**config.mk**
```make
export PLATFORM = sky130hd
export DESIGN_NAME = rst_seq_gen
export DESIGN_NICKNAME = d
export VERILOG_FILES = /design/src/rtl/rst_seq_pkg.sv /design/src/rtl/sync_bit.sv /design/src/rtl/rst_seq_gen.sv
export SDC_FILE = /design/constraint.sdc
export NUM_CORES = 1
export LEC_CHECK = 0
export ABC_AREA = 1
export BUFFER_PORTS_ARGS = -buffer_cell sky130_fd_sc_hd__buf_2
export CAP_MARGIN = 20
export CORE_ASPECT_RATIO = 0.75
export CORE_MARGIN = 2
export CORE_UTILIZATION = 25
export CTS_BUF_LIST = sky130_fd_sc_hd__clkbuf_8 sky130_fd_sc_hd__clkbuf_16
export DETAILED_ROUTE_END_ITERATION = 7
export GPL_TIMING_DRIVEN = 0
export SYNTH_ARGS = -nofsm -noshare
export SYNTH_HDL_FRONTEND = slang
export SYNTH_SLANG_ARGS = --single-unit
```
**constraint.sdc**
```tcl
create_clock -name clk -period 1.45 [get_ports clk]
set_input_delay 0.29 -clock clk [delete_from_list [all_inputs] [get_ports clk]]
set_output_delay 0.29 -clock clk [all_outputs]
set_load 0.1 [all_outputs]
```
**src/rtl/rst_seq_pkg.sv**
```systemverilog
// Shared definitions for the reset sequencer: FSM state encoding, state width,
// and a small elaboration-time helper used to size counters.
// Latency: n/a (constants only). Backpressure: n/a.
package rst_seq_pkg;

    localparam int STATE_W = 2;

    typedef enum logic [STATE_W-1:0] {
        S_HOLD      = 2'd0,
        S_WAIT_LOCK = 2'd1,
        S_RELEASE   = 2'd2,
        S_RUN       = 2'd3
    } state_t;

    function automatic int max_int(input int a, input int b);
        return (a > b) ? a : b;
    endfunction

endpackage

```
**src/rtl/sync_bit.sv**
```systemverilog
// Purpose: STAGES-deep flop chain bringing an asynchronous level into clk.
// Latency: STAGES clk edges from d to q. Backpressure: none (free-running).
// Ports: clk, reset (sync, active-high, clears chain to 0), d (async in), q (sync out).
module sync_bit #(
    parameter int STAGES = 2
) (
    input  logic clk,
    input  logic reset,
    input  logic d,
    output logic q
);

    logic [STAGES-1:0] chain;

    always_ff @(posedge clk) begin
        if (reset) begin
            chain <= '0;
        end else begin
            chain <= {chain[STAGES-2:0], d};
        end
    end

    assign q = chain[STAGES-1];

endmodule

```
**src/rtl/rst_seq_gen.sv**
```systemverilog
// Purpose: lock-aware reset sequencer; stretches reset, waits for PLL lock, then
//          releases N_OUT domains in index order GAP cycles apart.
// Latency: rst_out/all_done registered, 1 edge after the deciding condition; lock path adds SYNC_STAGES.
// Backpressure: none; soft_rst held high parks the FSM in S_HOLD.
// Ports: clk, reset (sync active-high), locked (async PLL lock), soft_rst (restart request),
//        rst_out[N_OUT] (active-high domain resets), all_done (high in S_RUN), state_o (FSM state).
// Build option: RST_SEQ_LOCK_MON_EN -- when defined, losing lock in S_RUN restarts the sequence.
module rst_seq_gen
    import rst_seq_pkg::*;
#(
    parameter int N_OUT       = 3,
    parameter int SYNC_STAGES = 2,
    parameter int STRETCH     = 16,
    parameter int GAP         = 8
) (
    input  logic               clk,
    input  logic               reset,
    input  logic               locked,
    input  logic               soft_rst,
    output logic [N_OUT-1:0]   rst_out,
    output logic               all_done,
    output logic [STATE_W-1:0] state_o
);

    localparam int CW = $clog2(max_int(STRETCH, GAP) + 1);
    localparam int IW = (N_OUT > 1) ? $clog2(N_OUT) : 1;

    localparam logic [CW-1:0]    STRETCH_LAST = CW'(STRETCH - 1);
    localparam logic [CW-1:0]    GAP_LAST     = CW'(GAP - 1);
    localparam logic [IW-1:0]    IDX_LAST     = IW'(N_OUT - 1);
    localparam logic [N_OUT-1:0] ONE_HOT0     = N_OUT'(1);

    state_t           state, state_nxt;
    logic [CW-1:0]    cnt, cnt_nxt;
    logic [IW-1:0]    idx, idx_nxt;
    logic [N_OUT-1:0] rst_q, rst_nxt;
    logic             lock_s;
    logic             lock_lost;

    sync_bit #(
        .STAGES(SYNC_STAGES)
    ) u_lock_sync (
        .clk   (clk),
        .reset (reset),
        .d     (locked),
        .q     (lock_s)
    );

    // Lock loss always aborts a release in progress; once running, it only
    // matters when lock monitoring is built in.
`ifdef RST_SEQ_LOCK_MON_EN
    assign lock_lost = !lock_s && ((state == S_RELEASE) || (state == S_RUN));
`else
    assign lock_lost = !lock_s && (state == S_RELEASE);
`endif

    always_ff @(posedge clk) begin
        if (reset) begin
            state <= S_HOLD;
            cnt   <= '0;
            idx   <= '0;
            rst_q <= '1;
        end else begin
            state <= state_nxt;
            cnt   <= cnt_nxt;
            idx   <= idx_nxt;
            rst_q <= rst_nxt;
        end
    end

    always_comb begin
        state_nxt = state;
        cnt_nxt   = cnt;
        idx_nxt   = idx;
        rst_nxt   = rst_q;

        if (soft_rst || lock_lost) begin
            // Restart: every domain reasserts on the same edge.
            state_nxt = S_HOLD;
            cnt_nxt   = '0;
            idx_nxt   = '0;
            rst_nxt   = '1;
        end else begin
            case (state)
                S_HOLD: begin
                    rst_nxt = '1;
                    if (cnt == STRETCH_LAST) begin
                        state_nxt = S_WAIT_LOCK;
                        cnt_nxt   = '0;
                    end else begin
                        cnt_nxt = cnt + 1'b1;
                    end
                end
                S_WAIT_LOCK: begin
                    rst_nxt = '1;
                    if (lock_s) begin
                        // First domain is released on the transition edge itself.
                        state_nxt = S_RELEASE;
                        rst_nxt   = ~ONE_HOT0;
                        idx_nxt   = '0;
                        cnt_nxt   = '0;
                    end
                end
                S_RELEASE: begin
                    if (idx == IDX_LAST) begin
                        // Last domain already released: one more edge, then run.
                        state_nxt = S_RUN;
                        cnt_nxt   = '0;
                    end else if (cnt == GAP_LAST) begin
                        idx_nxt = idx + 1'b1;
                        rst_nxt = rst_q & ~(ONE_HOT0 << idx_nxt);
                        cnt_nxt = '0;
                    end else begin
                        cnt_nxt = cnt + 1'b1;
                    end
                end
                S_RUN: begin
                    rst_nxt = '0;
                end
                default: begin
                    state_nxt = S_HOLD;
                    cnt_nxt   = '0;
                    idx_nxt   = '0;
                    rst_nxt   = '1;
                end
            endcase
        end
    end

    assign rst_out  = rst_q;
    assign all_done = (state == S_RUN);
    assign state_o  = state;

endmodule

```
== After elaboration in Yosys (flattened, before gate mapping) ==
Cells that the tools add are included.

* Bits in registers: 14
* Input port bits: 4
* Word-level logic and storage cells: 49

* $add $sub $neg: 2
* Eq/ne operators: 11
* Shift operators: 1
* Mux-type cells: 17
* Bitwise operators: 2
* Reductions and logical operators: 11

{| class="wikitable"
|+ Operators with widths
! cell !! count
|-
| $mux W5 || 4
|-
| $pmux W5 S3 || 1
|-
| $mux W2 || 6
|-
| $pmux W3 S4 || 1
|-
| $reduce_and A4 Y1 || 2
|-
| $eq A2 B2 Y1 const B || 3
|-
| $mux W3 || 2
|-
| $ne A2 B1 Y1 const B || 3
|-
| $pmux W2 S3 || 1
|-
| $add A5 B1 Y5 const B || 1
|-
| $eq A5 B3 Y1 const B || 1
|-
| $eq A5 B4 Y1 const B || 1
|-
| $ne A2 B2 Y1 const B || 2
|-
| $pmux W2 S2 || 1
|-
| $reduce_and A2 Y1 || 2
|-
| $and A3 B3 Y3 || 1
|-
| $not A3 Y3 || 1
|-
| $reduce_bool A3 Y1 || 1
|-
| $shl A1 B2 Y3 const A || 1
|-
| $add A2 B1 Y2 const B || 1
|-
| $eq A2 B1 Y1 const B || 1
|-
| $logic_not A2 Y1 || 1
|-
| $reduce_bool A2 Y1 || 1
|-
| $reduce_or A2 Y1 || 1
|-
| 4 further kinds || 4
|}

== Logic depth before layout (Yosys ltp) ==
Gate-level depths: netlist (run 1).

* Word-level depth: 7
* Mapped depth: 9
* Mapped depth without buffers: 9

== Modules after synthesis ==
From an unflattened synthesis (run 1), not the netlist that was laid out.

* Cell total of the unflattened synthesis: 128
* Area, all modules: 885.8 um^2

{| class="wikitable"
|+ By module, submodules not included
! module !! times used !! cells an instance !! area each (um^2) !! sequential area each (um^2)
|-
| rst_seq_gen || 1 || 122 || 830.8 || 240.2
|-
| sync_bit || 1 || 6 || 55.1 || 40.0
|}

== Worst setup path after synthesis (run 1) ==
No wires, ideal clock.

* Kind: flip-flop to output port
* Start: register state[0], in the netlist state_o[0]
* End: output all_done
* Data arrival time: 1.981 ns
* Data required time: 1.160 ns
* Setup slack: -0.821 ns
* Cell stages (with the launch flop): 2
* Path through: dfxtp_1 > ha_1

* Word-level cells in the longest chain between the ends: 1

{| class="wikitable"
|+ RTL lines
! item !! RTL line !! source
|-
| start, declared || rst_seq_gen.sv:33 || <nowiki>state_t state, state_nxt;</nowiki>
|-
| start signal, assigned || rst_seq_gen.sv:64 || <nowiki>state <= state_nxt;</nowiki>
|-
| $eq A2 B2 Y1 || rst_seq_gen.sv:131 || <nowiki>assign all_done = (state == S_RUN);</nowiki>
|-
| end, declared || rst_seq_gen.sv:21 || <nowiki>output logic all_done,</nowiki>
|}

No other way between the ends.

== Worst setup path in the final report (run 1) ==
Same ends and word-level chain as after synthesis.

==> results of run 1 <==
==> final cells by class <==
type                            count  area, um2
Buffer                              1       11.3
Clock buffer                        4       55.1
Fill cell                         354       2160
Inverter                           20       80.1
Multi-Input combinational cell     94        592
Sequential cell                    14        292
Tap cell                           40       50.0
Timing Repair Buffer               16        116
==> state kept, by name, summed over array words and instances (netlist names) <==
signal and cells:
cnt 5, rst_out 3, idx 2, state_o 2
u_lock_sync.chain 2
==> worst max-delay path by stage <==
stage                      end  slack, ns  cells after the start
floorplan           rst_out[0]      -0.13                      8
global placement    rst_out[0]      -0.14                      8
detailed placement  rst_out[0]      -0.15                      8
CTS                     cnt[0]      0.008                      8
global route        rst_out[0]      -0.04                      8
finish                all_done       0.02                      3
==> critical path, cell delays in order (launching register included) <==
cell and delay (ns):
dfxtp_4 0.40, buf_4 0.12, ha_2 0.19, buf_12 0.17
==> synth_stat cells (all sizes together) <==
| master | count | area share [%] |
|---|---|---|
| buf | 1 | 0.56 |
| dfxtp | 14 | 31 |
| nor3 | 1 | 1.8 |
| a21oi | 12 | 7.1 |
| nand4 | 1 | 0.70 |
| nand3 | 10 | 5.6 |
| o21bai | 1 | 0.83 |
| nand2 | 31 | 13 |
| ha | 13 | 18 |
| nor2 | 21 | 9.9 |
| inv | 20 | 8.3 |
| o31ai | 2 | 1.7 |
| o21ai | 2 | 1.1 |
==> metal layers <==
layer  up-vias  part of all wire, %  track usage (%)  wire [um]
met1       347                   55             14.8       1060
met5         -                    0                0          0
met2        12                   39             11.8        762
li1        447                    -                -          -
met3         4                  4.3             3.80         83
met4         0                  1.5             3.97         28
==> where the power goes <==
| part | internal (mW) | switching [mW] |
|---|---|---|
| sequential | 0.387 | 0.00473 |
| combinational | 0.0143 | 0.0177 |
| clock | 0.241 | 0.148 |
==> cell families (layout without fill, tap and decap cells) <==
logic type                 Yosys count  count (layout)
AOI/OAI and AO/OA                   17              17
adders and majority gates           13              13
buffers and inverters               21              41
DFF                                 14              14
and+or+nand+nor                     64              64
==> repair_timing <==
action / in CTS / in global routing
setup endpoints to repair: 12 / 12
resized for setup: 2 / 15
buffers inserted: 1 / 6
pin swaps: 1 / 9
cloned: 0 / 0
==> results.tsv, run 1 <==
metric	value	unit
grt_overflow	0	
first_iter_violations	40	
vias	810	
placed_area	1030	um2
syn_to_final_growth	33.0	%
start_kind	flop	
wl	1930	um
die_area	4100	um2
synth_top_family_by_area	simple AND/OR/NAND/NOR gates	
dp_hpwl	1350	um
clockBufferDepth	2	
dpl_worst_slack	-0.147	ns
fmax	0.702	GHz
rsz0062_at_grt	true	
final-setup-viol-count	0	
synthSimpleGateAreaFrac	31.2	%
power	0.813	mW
ir_drop	337	uV
die-width	73.3	um
drive_above_1_share	32.9	%
clk_latency	0.25	ns
wire_per_inst	10.2	um
slew_viol_final	0	
initial_core_util	26.8	%
netlist_area	900	um2
syn-instance-count	129	
synthDistinctLibCells	18	
critPathLaunch	state_o[0]	
pin_count	10	
layout_min_cycle_time	1.43	ns
postLayoutCoreUtil	35.6	%
synth_fa_ha_area_share	18.1	%
layout.nets	167	
detail-route-antenna-nets	0	
min_from	locked	
yosys_warnings	0	
cts_tree	done	
postLayoutCellArea	1200	um2
diodes	0	
worstReg2RegStart	state_o[0]	
grt_pass1_vias	654	
grt_pass1_wl	3020	um
synth_compound_area_share	10.7	%
yosysSeqAreaShare	31.2	%
crit_path_max_fanout	7	
grtUsageTotal	9.74	%
numCtsBuffers	3	
muxShareOfSynthArea	0	%
slew_headroom	67.9	%
regToRegEndpoint	rst_out[1]	
synth_seq_cells	14	
fin_crit_sh	98.3	%
status	finished, final reports clean	
hold_path_end	u_lock_sync.chain[0]	
drv_cap	0	
clk_pin_slew_worst_paths	0.06	ns
regToRegSetupSlack	0.02	ns
clock-sinks	14	
htree_num_levels	1	
cts-root-buf	clkbuf_8	
final_common_cell	nand2_1	
grt_max_degree	11	
antenna_found_initial	0	
std_cell_rows	18	
power_leakage	0.504	nW
final.setup_skew	0.000695	ns
fin_hold_ws	0.240	ns
drcViolationCount	0	
critical_path_class	flop to primary output	
rr_worst_depth	8	
dp.cells	178	
cp.arrival	1.14	ns
most-common-layout-cells	28 x nand2_1, 18 x nor2_1, 12 x inv_1	
fp.coreArea	3360	um2
synth_fp_nets	146	
required	1.16	ns
syn_area_per_cell	6.97	um2
die-height	56.0	um
setup_slack	0.0249	ns
min_path_type	primary input to flop	
final_cells	189	
drt_pass1_iterations	4	
port_buffers	9	
end_kind	primary output	
hold_viol	0	
synthXorXnorAreaFrac	0	%
worstHoldPathCells	3	
power.density	679	nW/um2
final.setup.tns	0	ns
viasPerCell	4.29	
cts_hold_buf	0	
gp_congestion	0.764	
worst_pin_slew	0.485	ns
Power figures use the tool's default switching activity.
==> run 2: changes to the inputs <==
- CTS_BUF_LIST: sky130_fd_sc_hd__clkbuf_8 sky130_fd_sc_hd__clkbuf_16 -> sky130_fd_sc_hd__clkbuf_16
- PLACE_DENSITY: default -> 0.41
==> results.tsv, run 2 (synthesized netlist as in run 1, its figures left out) <==
metric	value	unit	change
antenna_found_initial	0		unchanged
status	finished, final reports clean		
critPathLaunch	state_o[0]		
largest_reg_flops	5		unchanged
most-common-layout-cells	28 x nand2_1, 18 x nor2_1, 12 x inv_1		
end_kind	primary output		
grt_max_degree	11		unchanged
die_area	4100	um2	unchanged
diodes	0		unchanged
port_buffers	9		unchanged
final_common_cell	nand2_1		
die-width	73.3	um	unchanged
clock-sinks	14		unchanged
die-height	56.0	um	unchanged
drcViolationCount	0		unchanged
start_kind	flop		
cts-root-buf	clkbuf_16		
cp.arrival	1.11	ns	-0.03 ns
numCtsBuffers	3		unchanged
crit_cells	3		unchanged
regToRegEndpoint	rst_out[2]		
vias	829		+2.3%
slew_viol_final	0		unchanged
power_leakage	0.527	nW	+4.5%
worst_pin_slew	0.486	ns	+0.000814 ns
min_path_type	primary input to flop		
final.setup_skew	0.00207	ns	+0.00138 ns
power.density	771	nW/um2	+14%
critPathBufInv	2		unchanged
viasPerCell	4.32		+0.75%
top_register	cnt		
gp_congestion	0.750		-1.8%
layout.nets	170		+1.8%
rr_worst_depth	8		unchanged
wire_per_inst	10.4	um	+2.3%
critical_path_class	flop to primary output		
final_cells	192		+1.6%
fp.coreArea	3360	um2	unchanged
drive_above_1_share	36.2	%	+3.3 points
std_cell_rows	18		unchanged
initial_core_util	26.8	%	unchanged
clockBufferDepth	2		unchanged
layout_min_cycle_time	1.40	ns	-0.0246 ns
fillers	348		-1.7%
detail-route-antenna-nets	0		unchanged
grt_pass1_wl	3240	um	+7.3%
cp_top_family	flip-flops		
slew_headroom	67.8	%	about the same
regToRegSetupSlack	0.07	ns	+0.05 ns
syn_to_final_growth	39.8	%	
worstReg2RegStart	state_o[0]		
first_iter_violations	21		-48%
rsz0062_at_grt	true		
cpPeakStageDelay	0.38	ns	-0.02 ns
hold_viol	0		unchanged
clk_latency	0.24	ns	about the same
endpoint	all_done		
cts_hold_buf	0		unchanged
fmax	0.714	GHz	+1.8%
cts_tree	done		
drv_cap	0		unchanged
clk_pin_slew_worst_paths	0.05	ns	about the same
dp_hpwl	1470	um	+9.4%
htree_num_levels	1		unchanged
cp_cell_sequence	buf_4 -> ha_2 -> buf_12		
drt_pass1_iterations	4		unchanged
dp.cells	178		unchanged
crit_path_max_fanout	6		-1
required	1.16	ns	about the same
pin_count	10		unchanged
power	0.970	mW	+19%
wl	2010	um	+3.9%
grt_pass1_vias	677		+3.5%
worst_path_max_delay_cell	dfxtp_4		
grtUsageTotal	10.3	%	+0.55 points
final-setup-viol-count	0		unchanged
ir_drop	496	uV	+47%
grt_overflow	0		unchanged
fin_crit_sh	96.6	%	-1.7 points
-- run 2: changes by cell type in the layout (fill, tap and decap cells not counted), sizes merged --
cell / previous run / this run
clkinv: 0 / 1
buf: 17 / 19
-- run 2: worst min-delay path by stage --
stage	slack, ns	cells after the start	end	from
floorplan	0.36	1	u_lock_sync.chain[0]	reset
global placement	0.39	2	u_lock_sync.chain[1]	u_lock_sync.chain[0]
detailed placement	0.40	2	u_lock_sync.chain[1]	u_lock_sync.chain[0]
CTS	0.26	3	u_lock_sync.chain[0]	locked
global route	0.26	3	u_lock_sync.chain[0]	locked
finish	0.25	3	u_lock_sync.chain[0]	locked
-- run 2: power by group --
group	total [mW]	switching, mW	internal (mW)
registers	0.392	0.00457	0.387
logic	0.0388	0.0205	0.0183
clock network	0.539	0.173	0.366
total	0.970	0.198	0.772
-- run 2: repair_timing --
| item | CTS | global route |
|---|---|---|
| buffers inserted | 2 | 8 |
| setup endpoints to repair | 11 | 12 |
| resized for setup | 3 | 19 |
| pin swaps | 1 | 7 |
-- run 2: layout make-up --
class	count	area [um2]	share of cell area (%)
multi-input cells	94	602	47.9
flip-flops and latches	14	292	23.2
repair buffers	19	141	11.2
inverters	20	82.6	6.57
clock buffers	3	75.1	5.97
well taps	40	50.0	3.98
plain buffers	1	11.3	0.896
clock inverters	1	3.75	0.299
-- run 2: worst register-to-register path: cells and delay by family, from the launching register on --
family                   cells  cell delay [ns]
flip-flops                   1             0.38
adder cells (fa/ha/maj)      1             0.17
AO/OA/AOI/OAI                1             0.14
buffers and inverters        3             0.21
AND/OR/NAND/NOR              3             0.37
-- run 2: stage by stage --
stage | hold WS, ns | worst slack, ns | utilization [%] | setup TNS, ns | instance area [um2]
4_1_cts | 0.256 | 0.0108 | 33.7 | 0 | 1130
3_3_place_gp | 0.393 | -0.187 | 30.6 | -0.799 | 1030
3_5_place_dp | 0.397 | -0.159 | 30.6 | -0.566 | 1030
2_1_floorplan | 0.361 | -0.129 | - | -0.743 | 933
5_1_grt | 0.265 | -0.00885 | 37.5 | -0.0271 | 1260
6_report | 0.255 | 0.0496 | 37.5 | 0 | 1260
-- run 2: per-layer routing --
layer | vias up | wire [um] | global-route usage, %
li1 | 453 | - | -
met1 | 365 | 1120 | 16.6
met2 | 9 | 788 | 12.0
met3 | 2 | 83 | 4.35
met4 | 0 | 14 | 2.38
met5 | - | 0 | 0
